### src/rtl/uart_pkg.sv
// Shared types and constants for the uart transmit buffer: drain FSM states,
// status-byte bit positions and uart register addresses.
package uart_pkg;

   typedef enum logic [2:0] {
      IDLE,
      POLL,
      SAMPLE,
      WRITE,
      SETTLE
   } drain_state_e;

   localparam int ST_EMPTY = 0;
   localparam int ST_FULL  = 1;
   localparam int ST_OVF   = 2;
   localparam int ST_BUSY  = 3;
   localparam int ST_LOW   = 4;

   localparam logic UART_REG_DATA   = 1'b0;
   localparam logic UART_REG_STATUS = 1'b1;

   // Low-water threshold in bytes: a quarter of the FIFO depth.
   function automatic int low_water(input int depth_log2);
      return (1 << depth_log2) / 4;
   endfunction

endpackage

### src/rtl/sync_fifo.sv
// Single-clock byte FIFO: storage, wrapping pointers, occupancy count and
// full/empty flags. Pushes while full and pops while empty are ignored.
module sync_fifo #(
   parameter int DEPTH_LOG2 = 4,
   parameter int WIDTH      = 8
) (
   input  logic                  clk,
   input  logic                  rst_n,
   input  logic                  push,
   input  logic                  pop,
   input  logic [WIDTH-1:0]      wdata,
   output logic [WIDTH-1:0]      rdata,
   output logic [DEPTH_LOG2:0]   count,
   output logic                  full,
   output logic                  empty
);

   localparam int DEPTH = 1 << DEPTH_LOG2;

   logic [WIDTH-1:0]      mem_q [DEPTH];
   logic [DEPTH_LOG2-1:0] wptr_q, wptr_d;
   logic [DEPTH_LOG2-1:0] rptr_q, rptr_d;
   logic [DEPTH_LOG2:0]   count_q, count_d;
   logic                  push_ok;
   logic                  pop_ok;

   always_comb begin
      full    = (count_q == (DEPTH_LOG2+1)'(DEPTH));
      empty   = (count_q == '0);
      // Full and empty are judged on the pre-update count, so a push into a
      // full FIFO is rejected even when a pop happens on the same edge.
      push_ok = push & ~full;
      pop_ok  = pop & ~empty;
      wptr_d  = push_ok ? wptr_q + DEPTH_LOG2'(1) : wptr_q;
      rptr_d  = pop_ok  ? rptr_q + DEPTH_LOG2'(1) : rptr_q;
      count_d = count_q;
      case ({push_ok, pop_ok})
         2'b10:   count_d = count_q + (DEPTH_LOG2+1)'(1);
         2'b01:   count_d = count_q - (DEPTH_LOG2+1)'(1);
         default: count_d = count_q;
      endcase
   end

   always_ff @(posedge clk or negedge rst_n) begin
      if (!rst_n) begin
         wptr_q  <= '0;
         rptr_q  <= '0;
         count_q <= '0;
      end else begin
         wptr_q  <= wptr_d;
         rptr_q  <= rptr_d;
         count_q <= count_d;
      end
   end

   always_ff @(posedge clk) begin
      if (push_ok) mem_q[wptr_q] <= wdata;
   end

   assign rdata = mem_q[rptr_q];
   assign count = count_q;

endmodule

### src/rtl/uart_tx_fifo.sv
// CPU-facing transmit buffer that drains bytes into the uart data register
// whenever the uart reports tx idle. Optional low-water interrupt: UART_TX_FIFO_LOWWATER_INT_EN.
//
// state  | meaning
// IDLE   | waiting for the FIFO to hold at least one byte
// POLL   | read strobe on the uart status register
// SAMPLE | uart status returned; decide re-poll or write
// WRITE  | write strobe with the head byte; head is popped at the end of this cycle
// SETTLE | bus quiet for one cycle so the uart can raise tx active
module uart_tx_fifo
   import uart_pkg::*;
#(
   parameter int DEPTH_LOG2    = 4,
   parameter int TX_ACTIVE_BIT = 2
) (
   input  logic       i_clk,
   input  logic       i_reset,
   input  logic [7:0] i_dat,
   output logic [7:0] o_dat,
   input  logic       i_addr,
   input  logic       i_we,
   input  logic       i_cyc,
   output logic       o_int,
   output logic [7:0] o_m_dat,
   input  logic [7:0] i_m_dat,
   output logic       o_m_addr,
   output logic       o_m_we,
   output logic       o_m_cyc
);

   drain_state_e        state_q, state_d;
   logic                m_cyc_q, m_cyc_d;
   logic                m_we_q, m_we_d;
   logic                m_addr_q, m_addr_d;
   logic [7:0]          m_dat_q, m_dat_d;
   logic                ovf_q, ovf_d;

   logic                push_req;
   logic                status_rd;
   logic                fifo_pop;
   logic [7:0]          fifo_rdata;
   logic [DEPTH_LOG2:0] fifo_count;
   logic                fifo_full;
   logic                fifo_empty;
   logic [7:0]          status;

   assign push_req  = i_cyc & i_we & ~i_addr;
   assign status_rd = i_cyc & ~i_we & i_addr;

   sync_fifo #(
      .DEPTH_LOG2 (DEPTH_LOG2),
      .WIDTH      (8)
   ) u_fifo (
      .clk   (i_clk),
      .rst_n (i_reset),
      .push  (push_req),
      .pop   (fifo_pop),
      .wdata (i_dat),
      .rdata (fifo_rdata),
      .count (fifo_count),
      .full  (fifo_full),
      .empty (fifo_empty)
   );

   // A read of status clears overflow, but an overflow on the same edge wins.
   assign ovf_d = (ovf_q & ~status_rd) | (push_req & fifo_full);

   always_comb begin
      state_d  = state_q;
      m_cyc_d  = 1'b0;
      m_we_d   = 1'b0;
      m_addr_d = m_addr_q;
      m_dat_d  = m_dat_q;
      fifo_pop = 1'b0;
      case (state_q)
         IDLE: begin
            if (fifo_count != '0) begin
               state_d  = POLL;
               m_cyc_d  = 1'b1;
               m_addr_d = UART_REG_STATUS;
            end
         end
         POLL: begin
            state_d = SAMPLE;
         end
         SAMPLE: begin
            if (i_m_dat[TX_ACTIVE_BIT]) begin
               state_d  = POLL;
               m_cyc_d  = 1'b1;
               m_addr_d = UART_REG_STATUS;
            end else begin
               state_d  = WRITE;
               m_cyc_d  = 1'b1;
               m_we_d   = 1'b1;
               m_addr_d = UART_REG_DATA;
               m_dat_d  = fifo_rdata;
            end
         end
         WRITE: begin
            fifo_pop = 1'b1;
            state_d  = SETTLE;
         end
         SETTLE: begin
            state_d = IDLE;
         end
         default: begin
            state_d = IDLE;
         end
      endcase
   end

   always_ff @(posedge i_clk or negedge i_reset) begin
      if (!i_reset) begin
         state_q  <= IDLE;
         m_cyc_q  <= 1'b0;
         m_we_q   <= 1'b0;
         m_addr_q <= 1'b0;
         m_dat_q  <= 8'h00;
         ovf_q    <= 1'b0;
      end else begin
         state_q  <= state_d;
         m_cyc_q  <= m_cyc_d;
         m_we_q   <= m_we_d;
         m_addr_q <= m_addr_d;
         m_dat_q  <= m_dat_d;
         ovf_q    <= ovf_d;
      end
   end

`ifdef UART_TX_FIFO_LOWWATER_INT_EN
   logic low_q, low_d;

   assign low_d = (fifo_count <= (DEPTH_LOG2+1)'(low_water(DEPTH_LOG2)));

   always_ff @(posedge i_clk or negedge i_reset) begin
      if (!i_reset) low_q <= 1'b1;
      else          low_q <= low_d;
   end

   assign o_int = low_q;
`else
   assign o_int = fifo_empty;
`endif

   always_comb begin
      status           = 8'h00;
      status[ST_EMPTY] = fifo_empty;
      status[ST_FULL]  = fifo_full;
      status[ST_OVF]   = ovf_q;
      status[ST_BUSY]  = (state_q != IDLE);
`ifdef UART_TX_FIFO_LOWWATER_INT_EN
      status[ST_LOW]   = low_q;
`endif
   end

   assign o_dat    = status;
   assign o_m_cyc  = m_cyc_q;
   assign o_m_we   = m_we_q;
   assign o_m_addr = m_addr_q;
   assign o_m_dat  = m_dat_q;

endmodule

### config.mk
export PLATFORM = sky130hd
export DESIGN_NAME = uart_tx_fifo
export DESIGN_NICKNAME = d
export VERILOG_FILES = /design/src/rtl/uart_pkg.sv /design/src/rtl/sync_fifo.sv /design/src/rtl/uart_tx_fifo.sv
export SDC_FILE = /design/constraint.sdc
export NUM_CORES = 1
export LEC_CHECK = 0
export BUFFER_PORTS_ARGS = -buffer_cell sky130_fd_sc_hd__buf_2
export CORE_ASPECT_RATIO = 2
export CORE_MARGIN = 2
export CORE_UTILIZATION = 35
export CTS_CLUSTER_SIZE = 14
export DETAILED_ROUTE_END_ITERATION = 8
export PLACE_DENSITY_LB_ADDON = 0.12
export SLEW_MARGIN = 40
export SYNTH_ARGS = -nofsm -noshare
export SYNTH_HDL_FRONTEND = slang
export SYNTH_SLANG_ARGS = --single-unit
### constraint.sdc
create_clock -name i_clk -period 4.4 [get_ports i_clk]
set_clock_uncertainty 0.05 [all_clocks]
set_input_delay 0.88 -clock i_clk [delete_from_list [all_inputs] [get_ports i_clk]]
set_output_delay 0.88 -clock i_clk [all_outputs]
set_load 0.02 [all_outputs]
==> impl_metrics.csv <==
group,metric,value,unit
setup_path,critPathArrivalTime,3660,ps
setup_path,path_buf_inv,2,
synthesis,synth-simple-area-share,5.63,%
placed_design,gp_congestion,0.728,
clock_network,cts.sinks,156,
setup_path,r2r_slack,1030,ps
synthesis,synth_edf_count,128,
setup_path,path_class,"reg -> reg",
final_layout,multi_input_area,0.00177,mm²
sta,rsz0062_at_grt,"false",
final_layout,area_growth,14.3,%
power_and_ir_drop,power_frac_seq,43.3,%
global_routing,grt_pass1_vias,3530,
setup_path,endpoint_kind,"flip-flop",
sta,clock.fmax,0.297,GHz
drt,dr.pass1.iters,5,
global_routing,gr-total-overflow,0,
synthesis,syn_area,0.00649,mm²
global_routing,track_usage,15.2,%
synthesis,synth_cells,362,
power_and_ir_drop,intPower,3.13,mW
setup_path,cp_max_fo,13,
floorplanning,io-pin-count,41,
synthesis,muxShareOfSynthArea,13.8,%
synthesis,synth_xor_area_share,1.48,%
clock_network,post_cts_resized,0,
setup_path,cp.required,4700,ps
clock_network,htreeDepth,4,
hold_path,min_path_type,"reg -> reg",
placed_design,dp_hpwl,9250,µm
clock_network,root_buffer,"clkbuf_16",
synthesis,synth_compound_area_share,4.03,%
sta,worst_pin_slew,743,ps
sta,hold_viol,0,
sta,tns,0,ps
synthesis,synthAdderAreaFrac,1.74,%
floorplanning,std_cell_rows,70,
global_routing,antenna_found_initial,2,
sta,setup_viol,0,
clock_network,cts_hold_buf,0,
global_routing,grt_max_degree,37,
placed_design,placed_area,0.00683,mm²
clock_network,clk_pin_slew,70,ps
power_and_ir_drop,power_density,610,mW/mm²
setup_path,path_cells,"nor4_2, a21oi_1, buf_4, inv_1, ha_1, xor2_1, ha_1, a21boi_0, o32ai_1, nor4b_1, xnor2_1",
final_layout,final_cell_area,0.00742,mm²
clock_network,cts_tree,"yes",
sta,slew_viol_final,0,
synthesis,yosys_warnings,0,
drt,wl_per_cell,21.8,µm
final_layout,nets,427,
global_routing,grt_util_met3,2.62,%
power_and_ir_drop,p_sw,1.39,mW
power_and_ir_drop,p_leak,2.60,nW
floorplanning,dieArea,0.0197,mm²
drt,drt-total-wl,13600,µm
final_layout,fin_util,40.7,%
sta,setup_ws,1030,ps
drt,vias,3246,
clock_network,clk_latency,420,ps
clock_network,cts_setup_buffers,0,
synthesis,synth-seq-area-share,70.0,%
drt,ant_nets,0,
power_and_ir_drop,switching_share,30.8,%
clock_network,cts_buffers,17,
floorplanning,die_x,100,µm
floorplanning,core_area,0.0182,mm²
synthesis,ys.flop_type,"edfxtp_1",
final_layout,register_area,0.00455,mm²
clock_network,cts_buffer_depth,2,
final_layout,final_common_cell,"edfxtp_1",
flow_run,maxCapViolations,0,
placed_design,port_buffers,29,
power_and_ir_drop,combPwrFrac,25.6,%
power_and_ir_drop,peakVddDrop,0.243,mV
global_routing,use_met2,28.0,%
global_routing,top_usage_layer,"met2",
synthesis,async_reset_ff_share,17.9,%
sta,period_share,76.5,%
global_routing,grt_pass1_wl,21400,µm
setup_path,crit_path_top_delay_cell,"nor4_2",
setup_path,slowest_delay,520,ps
drt,viasPerCell,5.18,
synthesis,synthDistinctLibCells,46,
sta,period_minus_slack,3370,ps
setup_path,cpMostUsedCell,"ha_1",
floorplanning,die_y,197,µm
final_layout,drive_gt1_share,26.3,%
synthesis,synth_seq_cells,156,
power_and_ir_drop,power.total,4.52,mW
sta,relSlewSlack,50.5,%
final_layout,layout_common_cells,"edfxtp_1, buf_2, dfrtp_1",
drt,drc,0,
status,outcome,"finished clean",
drt,drt_iter0_drc,181,
floorplanning,initial_core_util,35.6,%
setup_path,cp-start-kind,"flip-flop",
synthesis,syn_avg_cell_area,17.9,µm²
final_layout,fillers,1687,
global_routing,use_met1,16.3,%
synthesis,synth_top_family_by_area,"multiplexers",
setup_path,cp_top_family,"simple AND/OR/NAND/NOR gates",
placed_design,dp_slack,956,ps
power_and_ir_drop,clock_power_share,31.1,%
-- per-layer routing --
metal / share of wire, % / wire length [µm] / vias to the layer above
met3: 1.9 / 258 / 20
met1: 38 / 5160 / 1685
met2: 57 / 7830 / 51
met4: 2.9 / 397 / 0
met5: 0 / 0 / -
li1: - / - / 1490
-- final timing paths --
| kind | cells past startpoint | startpoint | end |
|---|---|---|---|
| max | 11 | u_fifo.count[1] | u_fifo.count[4] |
| min | 1 | o_m_addr | o_m_addr |
| max reg2reg | 11 | u_fifo.count[1] | u_fifo.count[4] |
| min reg2reg | 1 | o_m_addr | o_m_addr |
| max in group asynchronous | 1 | i_reset | u_fifo.rptr_q[0] |
| min in group asynchronous | 1 | i_reset | o_m_we |
-- sequential cells by signal, indices dropped and copies added, names as in the netlist --
register and cells:
u_fifo.mem_q 128, o_m_dat 8, u_fifo.count 5, u_fifo.rptr_q 4, u_fifo.wptr_q 4, state_q 3, o_m_addr 1, o_m_cyc 1
o_m_we 1, ovf_q 1
-- power by group through the flow --
stage | clock network [mW] | logic [mW] | registers [mW]
2_1_floorplan | 0 | 0.962 | 1.91
3_3_place_gp | 0 | 1.15 | 1.99
3_5_place_dp | 0 | 1.18 | 2.00
4_1_cts | 1.45 | 1.18 | 1.97
5_1_grt | 1.51 | 1.27 | 1.99
6_report | 1.41 | 1.16 | 1.96
-- worst register-to-register path, delay by kind of cell, from the launching register on --
kind / cells / cell delay (ps)
AND/OR/NAND/NOR: 2 / 1040
adder cells (fa/ha/maj): 2 / 620
flip-flops: 1 / 470
AO/OA/AOI/OAI: 3 / 460
XOR/XNOR: 2 / 370
buffers and inverters: 2 / 290
-- metrics by stage --
step	hold slack [ps]	instances
floorplan	411	365
global placement	425	594
detailed placement	438	594
CTS	452	626
global route	479	627
finish	442	627
-- logic make-up (layout without fill, tap and decap cells) --
| kind of cell | count (synthesis) | after routing |
|---|---|---|
| AO/OA/AOI/OAI | 41 | 41 |
| XOR/XNOR | 11 | 11 |
| adder cells (fa/ha/maj) | 9 | 9 |
| buffers and inverters | 33 | 78 |
| flip-flops | 156 | 156 |
| multiplexers | 44 | 44 |
| other | 1 | 5 |
| AND/OR/NAND/NOR | 67 | 67 |
-- cell usage after synthesis (9+ instances only) --
| cell type | count | area (µm²) |
|---|---|---|
| edfxtp_1 | 128 | 3840 |
| o21ai_0 | 12 | 60.1 |
| mux4_2 | 13 | 293 |
| mux2_2 | 11 | 124 |
| nand2_1 | 12 | 45.0 |
| dfrtp_1 | 28 | 701 |
| nor2_1 | 18 | 67.6 |
| ha_1 | 9 | 113 |
| mux4_1 | 17 | 447 |
-- final cells by class --
type | count | share of cell area, %
multi-input cells | 176 | 23.9
repair buffers | 39 | 2.97
well taps | 216 | 3.64
diodes | 1 | 0.0337
inverters | 7 | 0.354
flip-flops and latches | 156 | 61.3
clock buffers | 22 | 6.83
clock inverters | 10 | 0.978
No activity file was read; power rests on OpenSTA's default activity.
